==> config.mk <==
export PLATFORM = sky130hd
export DESIGN_NAME = pipe_reg_chain
export DESIGN_NICKNAME = d
export VERILOG_FILES = /design/src/rtl/pipe_pkg.sv /design/src/rtl/pipe_stage.sv /design/src/rtl/pipe_reg_chain.sv
export SDC_FILE = /design/constraint.sdc
export NUM_CORES = 1
export LEC_CHECK = 0
export CORE_MARGIN = 2
export CORE_UTILIZATION = 45
export DETAILED_ROUTE_END_ITERATION = 7
export PLACE_DENSITY_LB_ADDON = 0.2
export SYNTH_ARGS = -nofsm -noshare
export SYNTH_HDL_FRONTEND = slang
export SYNTH_SLANG_ARGS = --single-unit
==> constraint.sdc <==
create_clock -name clk -period 2.5 [get_ports clk]
set_input_delay 0.5 -clock clk [delete_from_list [all_inputs] [get_ports clk]]
set_output_delay 0.5 -clock clk [all_outputs]
set_load 0.02 [all_outputs]
==> src/rtl/pipe_pkg.sv <==
// Shared constants and helpers for the pipeline register chain.
package pipe_pkg;

  localparam logic        BUBBLE_VALID   = 1'b0;
  localparam logic [63:0] BUBBLE_PAYLOAD = 64'd0;

  function automatic int occ_width(input int stages);
    return $clog2(stages + 1);
  endfunction

  // Counter widths up to 64 bits; the result sticks at the all-ones value of 'width'.
  function automatic logic [63:0] sat_inc(input logic [63:0] count, input int width);
    logic [63:0] max_val;
    if (width >= 64) max_val = '1;
    else             max_val = (64'd1 << width) - 64'd1;
    return (count >= max_val) ? max_val : count + 64'd1;
  endfunction

endpackage

==> src/rtl/pipe_stage.sv <==
// One pipeline slot: reset and flush load a bubble, hold keeps contents, otherwise load the source.
module pipe_stage
  import pipe_pkg::*;
#(
  parameter int WIDTH = 32
) (
  input  logic             clk,
  input  logic             reset,
  input  logic             i_flush,
  input  logic             i_hold,
  input  logic             i_src_valid,
  input  logic [WIDTH-1:0] i_src_data,
  output logic             o_valid,
  output logic [WIDTH-1:0] o_data
);

  logic             r_valid;
  logic [WIDTH-1:0] r_data;

  always_ff @(posedge clk) begin
    if (reset || i_flush) begin
      r_valid <= BUBBLE_VALID;
      r_data  <= WIDTH'(BUBBLE_PAYLOAD);
    end else if (!i_hold) begin
      r_valid <= i_src_valid;
      r_data  <= i_src_data;
    end
  end

  assign o_valid = r_valid;
  assign o_data  = r_data;

endmodule

==> src/rtl/pipe_reg_chain.sv <==
// Parametrised chain of pipeline registers with stall, flush, bubble insertion,
// occupancy reporting and a saturating stall-bubble counter.
module pipe_reg_chain
  import pipe_pkg::*;
#(
  parameter int WIDTH  = 32,
  parameter int STAGES = 3,
  parameter int CNT_W  = 16
) (
  input  logic                        clk,
  input  logic                        reset,
  input  logic                        in_valid,
  input  logic [WIDTH-1:0]            in_data,
  output logic                        in_ready,
  input  logic [STAGES-1:0]           stall,
  input  logic [STAGES-1:0]           flush,
  output logic [STAGES-1:0]           stage_valid,
  output logic [STAGES*WIDTH-1:0]     stage_data,
  output logic                        out_valid,
  output logic [WIDTH-1:0]            out_data,
  output logic [$clog2(STAGES+1)-1:0] occupancy,
  output logic [CNT_W-1:0]            bubble_count
);

  localparam int OCC_W = occ_width(STAGES);

  logic [STAGES-1:0] w_hold;
  logic [STAGES-1:0] w_bubble_vec;
  logic [OCC_W-1:0]  w_occ;
  logic [CNT_W-1:0]  r_bubble_count;

  for (genvar k = 0; k < STAGES; k++) begin : g_stage
    logic             w_src_valid;
    logic [WIDTH-1:0] w_src_data;

    // A stalled later stage freezes everything upstream of it.
    assign w_hold[k] = |(stall >> k);

    if (k == 0) begin : g_first
      assign w_src_valid     = in_valid;
      assign w_src_data      = in_valid ? in_data : WIDTH'(BUBBLE_PAYLOAD);
      assign w_bubble_vec[k] = 1'b0;
    end else begin : g_rest
      logic w_insert;
      // A frozen upstream stage feeds a bubble, unless it is being flushed,
      // in which case its old contents move on as it empties.
      assign w_insert        = w_hold[k-1] & ~flush[k-1];
      assign w_src_valid     = w_insert ? BUBBLE_VALID : stage_valid[k-1];
      assign w_src_data      = w_insert ? WIDTH'(BUBBLE_PAYLOAD)
                                        : stage_data[(k-1)*WIDTH +: WIDTH];
      assign w_bubble_vec[k] = w_insert & ~w_hold[k] & ~flush[k];
    end

    pipe_stage #(
      .WIDTH(WIDTH)
    ) u_stage (
      .clk        (clk),
      .reset      (reset),
      .i_flush    (flush[k]),
      .i_hold     (w_hold[k]),
      .i_src_valid(w_src_valid),
      .i_src_data (w_src_data),
      .o_valid    (stage_valid[k]),
      .o_data     (stage_data[k*WIDTH +: WIDTH])
    );
  end

  always_comb begin
    w_occ = '0;
    for (int k = 0; k < STAGES; k++) begin
      w_occ = w_occ + OCC_W'(stage_valid[k]);
    end
  end

  always_ff @(posedge clk) begin
    if (reset) begin
      r_bubble_count <= '0;
    end else if (|w_bubble_vec) begin
      r_bubble_count <= CNT_W'(sat_inc(64'(r_bubble_count), CNT_W));
    end
  end

  assign in_ready     = ~w_hold[0] & ~reset;
  assign out_valid    = stage_valid[STAGES-1];
  assign out_data     = stage_data[(STAGES-1)*WIDTH +: WIDTH];
  assign occupancy    = w_occ;
  assign bubble_count = r_bubble_count;

endmodule
# After elaboration in Yosys (flattened, before gate mapping)
# Cells that the tools add are included.
# classes
add_sub_neg	3
magnitude_cmp	1
n_mux	8
bitwise	14
reduce_logical	6
# ops
cell	n
2-to-1 mux 64 bit	2
2-to-1 mux 32 bit	3
greater-or-equal comparator 16 x 64 -> 1 bit	1
adder 16 x 1 -> 16 bit (second input constant)	1
2-to-1 mux 16 bit	1
bitwise AND 1 bit	7
NOT 1 bit	7
OR reduction 2 bit	2
logical OR 1 bit	3
OR reduction 3 bit	1
adder 1 x 1 -> 2 bit	1
adder 2 x 1 -> 2 bit	1
2-to-1 mux 1 bit	2
# totals
regBits	115
inputBits	41
output_inout_bits	151
wordCells	39

# Longest topological paths before layout
# logic_depth
ltp_word	9
ltp_mapped	7
ltp_nobuf	5

# Modules after synthesis
# Synthesis repeated with hierarchy kept, for this count alone.
# unflattened
cells_unflattened	576
hier_area_um2	5511.5
# by_module_without_submodules
module	instances	cells_each	area_each_um2	seq_area_each_um2
pipe_stage	3	108	1218.7	660.6
pipe_reg_chain	1	252	1855.5	320.3

# Least setup slack after synthesis
# Ideal clock, no wire load.
# synth_path
path_type	in2out
startpoint	input stall[2]
endpoint	output in_ready
t_arrival_ps	1660
t_required_ps	2000
setup_slack_ps	340
cell_stages	5
path_buffers	3
path_cell_list	buf_2 or3_1 clkbuf_1 clkbuf_1 nor2_1
# synth_via
elab_chain_cells	3
# synth_lines
element	line_no	rtl
from (decl)	pipe_reg_chain.sv:15	input logic [STAGES-1:0] stall,
OR reduction 3 bit	pipe_reg_chain.sv:37	assign w_hold[k] = |(stall >> k);
NOT 1 bit	pipe_reg_chain.sv:83	assign in_ready = ~w_hold[0] & ~reset;
bitwise AND 1 bit	pipe_reg_chain.sv:83	
to (decl)	pipe_reg_chain.sv:14	output logic in_ready,
# No other way between the ends.

# Worst setup path after layout
# Same ends and word-level chain as after synthesis.

==> metrics <==
status=complete, no violations; Yosys warnings=0; PD cells=656 nW/um^2; # DRC=0; Hold Vio Cnt, Final=0; HPWL Detailed=9470 microns; clk root buf=clkbuf_8; core area=9730 sq um; Fin Setup TNS=0 ps; Initial Util=46.1%; post-synth cell types=35; Arrival @ worst endpoint=1820 ps; Max-slew headroom=38.6%; DIE WIDTH=104 microns; post-CTS setup buffers=0; site row count=36; ys async rst share=0%; count leader, synth=dfxtp_1; Most Crowded Layer GR=met2; leading area contributor after synthesis=dfxtp_1; CTS buffer count=17; Total GRT Usage=24.7%; R2R depth=6; Hold Path End=g_stage[0].u_stage.o_data[8]; clk_skew=8.60 ps; GR Layer Usage met3=8.37%; Area Overhead vs Synth=56.2%; fin crit period=2320 ps; post-route ant nets=0; Syn Inst Count=511; die area=10800 sq um; syn avg cell area=8.78 sq um; register bit total from synthesis=115; Cell Area, Synth=4480 sq um; crit start category=primary input; Port Buffers=191; sequential share of the synthesized area=51.3%; Critical Path, Cell by Cell=clkdlybuf4s50_1 -> or3_1 -> nor2_1 -> dlygate4sd2_1; Critical-path top delay cell=clkdlybuf4s50_1; post-cts sizing count=2; clock-pin transition on the worst setup and hold timing paths=50 ps; largest net degree at the start of global routing=37; Leakage=2.33 nW; Slew @ Worst Pin=918 ps; setup slack, reg-to-reg=730 ps; Max Fclk=432 MHz; number of enable flip-flop cells after synthesis=0; # setup viols final=0; Min-Delay Startpoint=g_stage[0].u_stage.o_data[8]; final RePlAce weighted congestion=0.829; CTS tree=yes; Net Count, Synth=554; Hold Buf Count CTS=0; Crit. End Element=primary output; Tot Pwr=4.60 mW; NumNets Final=715; max_cap viols=0; Worst Path Required=2000 ps; met2 global-route usage=43.1%; Ports=192; number of diodes=0; initial drt markers=147; vias=4445; crit-path max FO=2; Finished Core Util=72.0%; placed cell area=6390 sq um; die height=104 microns; post-synth top area share=51.3%; WL/cell=16.5 microns; GRT overflow=0; Hold Slack=472 ps; critical setup path kind=in2out; DR vias/cell=5.43; H-tree Lvls=4; synth top area cells=dfxtp_1, a22oi_1, nor2_1; max incr delay on CP=480 ps; vias in the first global route=4331; Hold Crit Class=reg2reg; VDD IR-drop max=0.000408 V; CTS Sinks=115; first-pass iteration count of the detailed router=7; met1 Track Usage GR=27.9%; final max-slew violation count=0; synth cell count leaders=dfxtp_1, nor2_1, a22oi_1, nand2_1, a21oi_1; clock buffer depth=2; worst skew pair latency=500 ps; period utilization=92.6%; share of cells above drive strength 1=8.76%; Reg2Reg Launch Point=bubble_count[0]; detailed-route wire length=13500 microns; initial antenna violation count=0; hold path cells=2; RSZ-0062 raised after global routing=no; Final Instance Area=7010 sq um; prevailing post-synth register cell=dfxtp_1; first-pass GRT wire length=21600 microns; reg2reg end=bubble_count[8]
-- cells by family after synthesis --
group	count (synthesis)	share of synthesized area [%]
AO/OA/AOI/OAI	134	19.6
buffers and inverters	77	9.57
XOR/XNOR	3	0.586
adder cells (fa/ha/maj)	2	0.725
AND/OR/NAND/NOR	180	18.1
flip-flops	115	51.3
-- final cells by class --
type / count / area [sq um]
Fill cell: 768 / 2720
Timing Repair Buffer: 215 / 2130
Sequential cell: 115 / 2300
Inverter: 4 / 15.0
Multi-Input combinational cell: 319 / 1780
Clock buffer: 19 / 422
Tap cell: 133 / 166
Clock inverter: 13 / 196
-- metal layers --
layer  part of all wire (%)  up-vias
met5                      0        -
met4                    1.7        0
met3                    7.9       19
met2                     51      200
met1                     39     2116
li1                       -     2110
-- flip-flops by register name (all words and copies together), names as in the netlist --
register and count:
bubble_count 16, g_stage.u_stage.o_data 96, g_stage.u_stage.o_valid 3
-- power by group --
part	total, mW	internal, mW	switching, mW
Sequential	1.85	1.84	0.00621
Clock	2.51	1.64	0.870
Combinational	0.244	0.106	0.138
Total	4.60	3.58	1.02
-- worst max path at each step --
stage	start	endpoint	slack [ps]	depth (start not counted)
2_1_floorplan	stall[2]	in_ready	340	5
3_3_place_gp	stall[2]	in_ready	-100	4
3_5_place_dp	stall[2]	in_ready	-90	4
4_1_cts	g_stage[2].u_stage.o_valid	occupancy[1]	150	2
5_1_grt	g_stage[2].u_stage.o_valid	occupancy[1]	110	2
6_report	stall[2]	in_ready	180	4
-- critical path: cells and delay by family --
kind,cells,cell delay (ps)
AND/OR/NAND/NOR,2,490
buffers and inverters,2,810
-- through the flow --
step                setup slack [ps]  std cells
floorplan                        340        511
global placement                -103        786
detailed placement             -85.2        786
CTS                              152        818
global route                     112        818
finish                           184        818
-- cell usage in the layout, fill, tap and decap left out, drive strengths merged, types with 2 or more instances in the layout --
cell           instances
o21ai                  7
xor2                   3
inv                    9
clkinv                 2
or2                    2
buf                   24
and4                   3
or4                    6
or3                    4
nand2                 42
clkdlybuf4s50        189
dfxtp                115
and3                   2
nor3                   3
a22oi                 66
a21oi                 40
clkinvlp               2
a31oi                  9
dlygate4sd2            2
clkbuf                19
nand4                  4
nand3                 38
o31ai                  5
bufinv                 4
nor2                  71
o211ai                 3
Power figures use the tool's default switching activity.
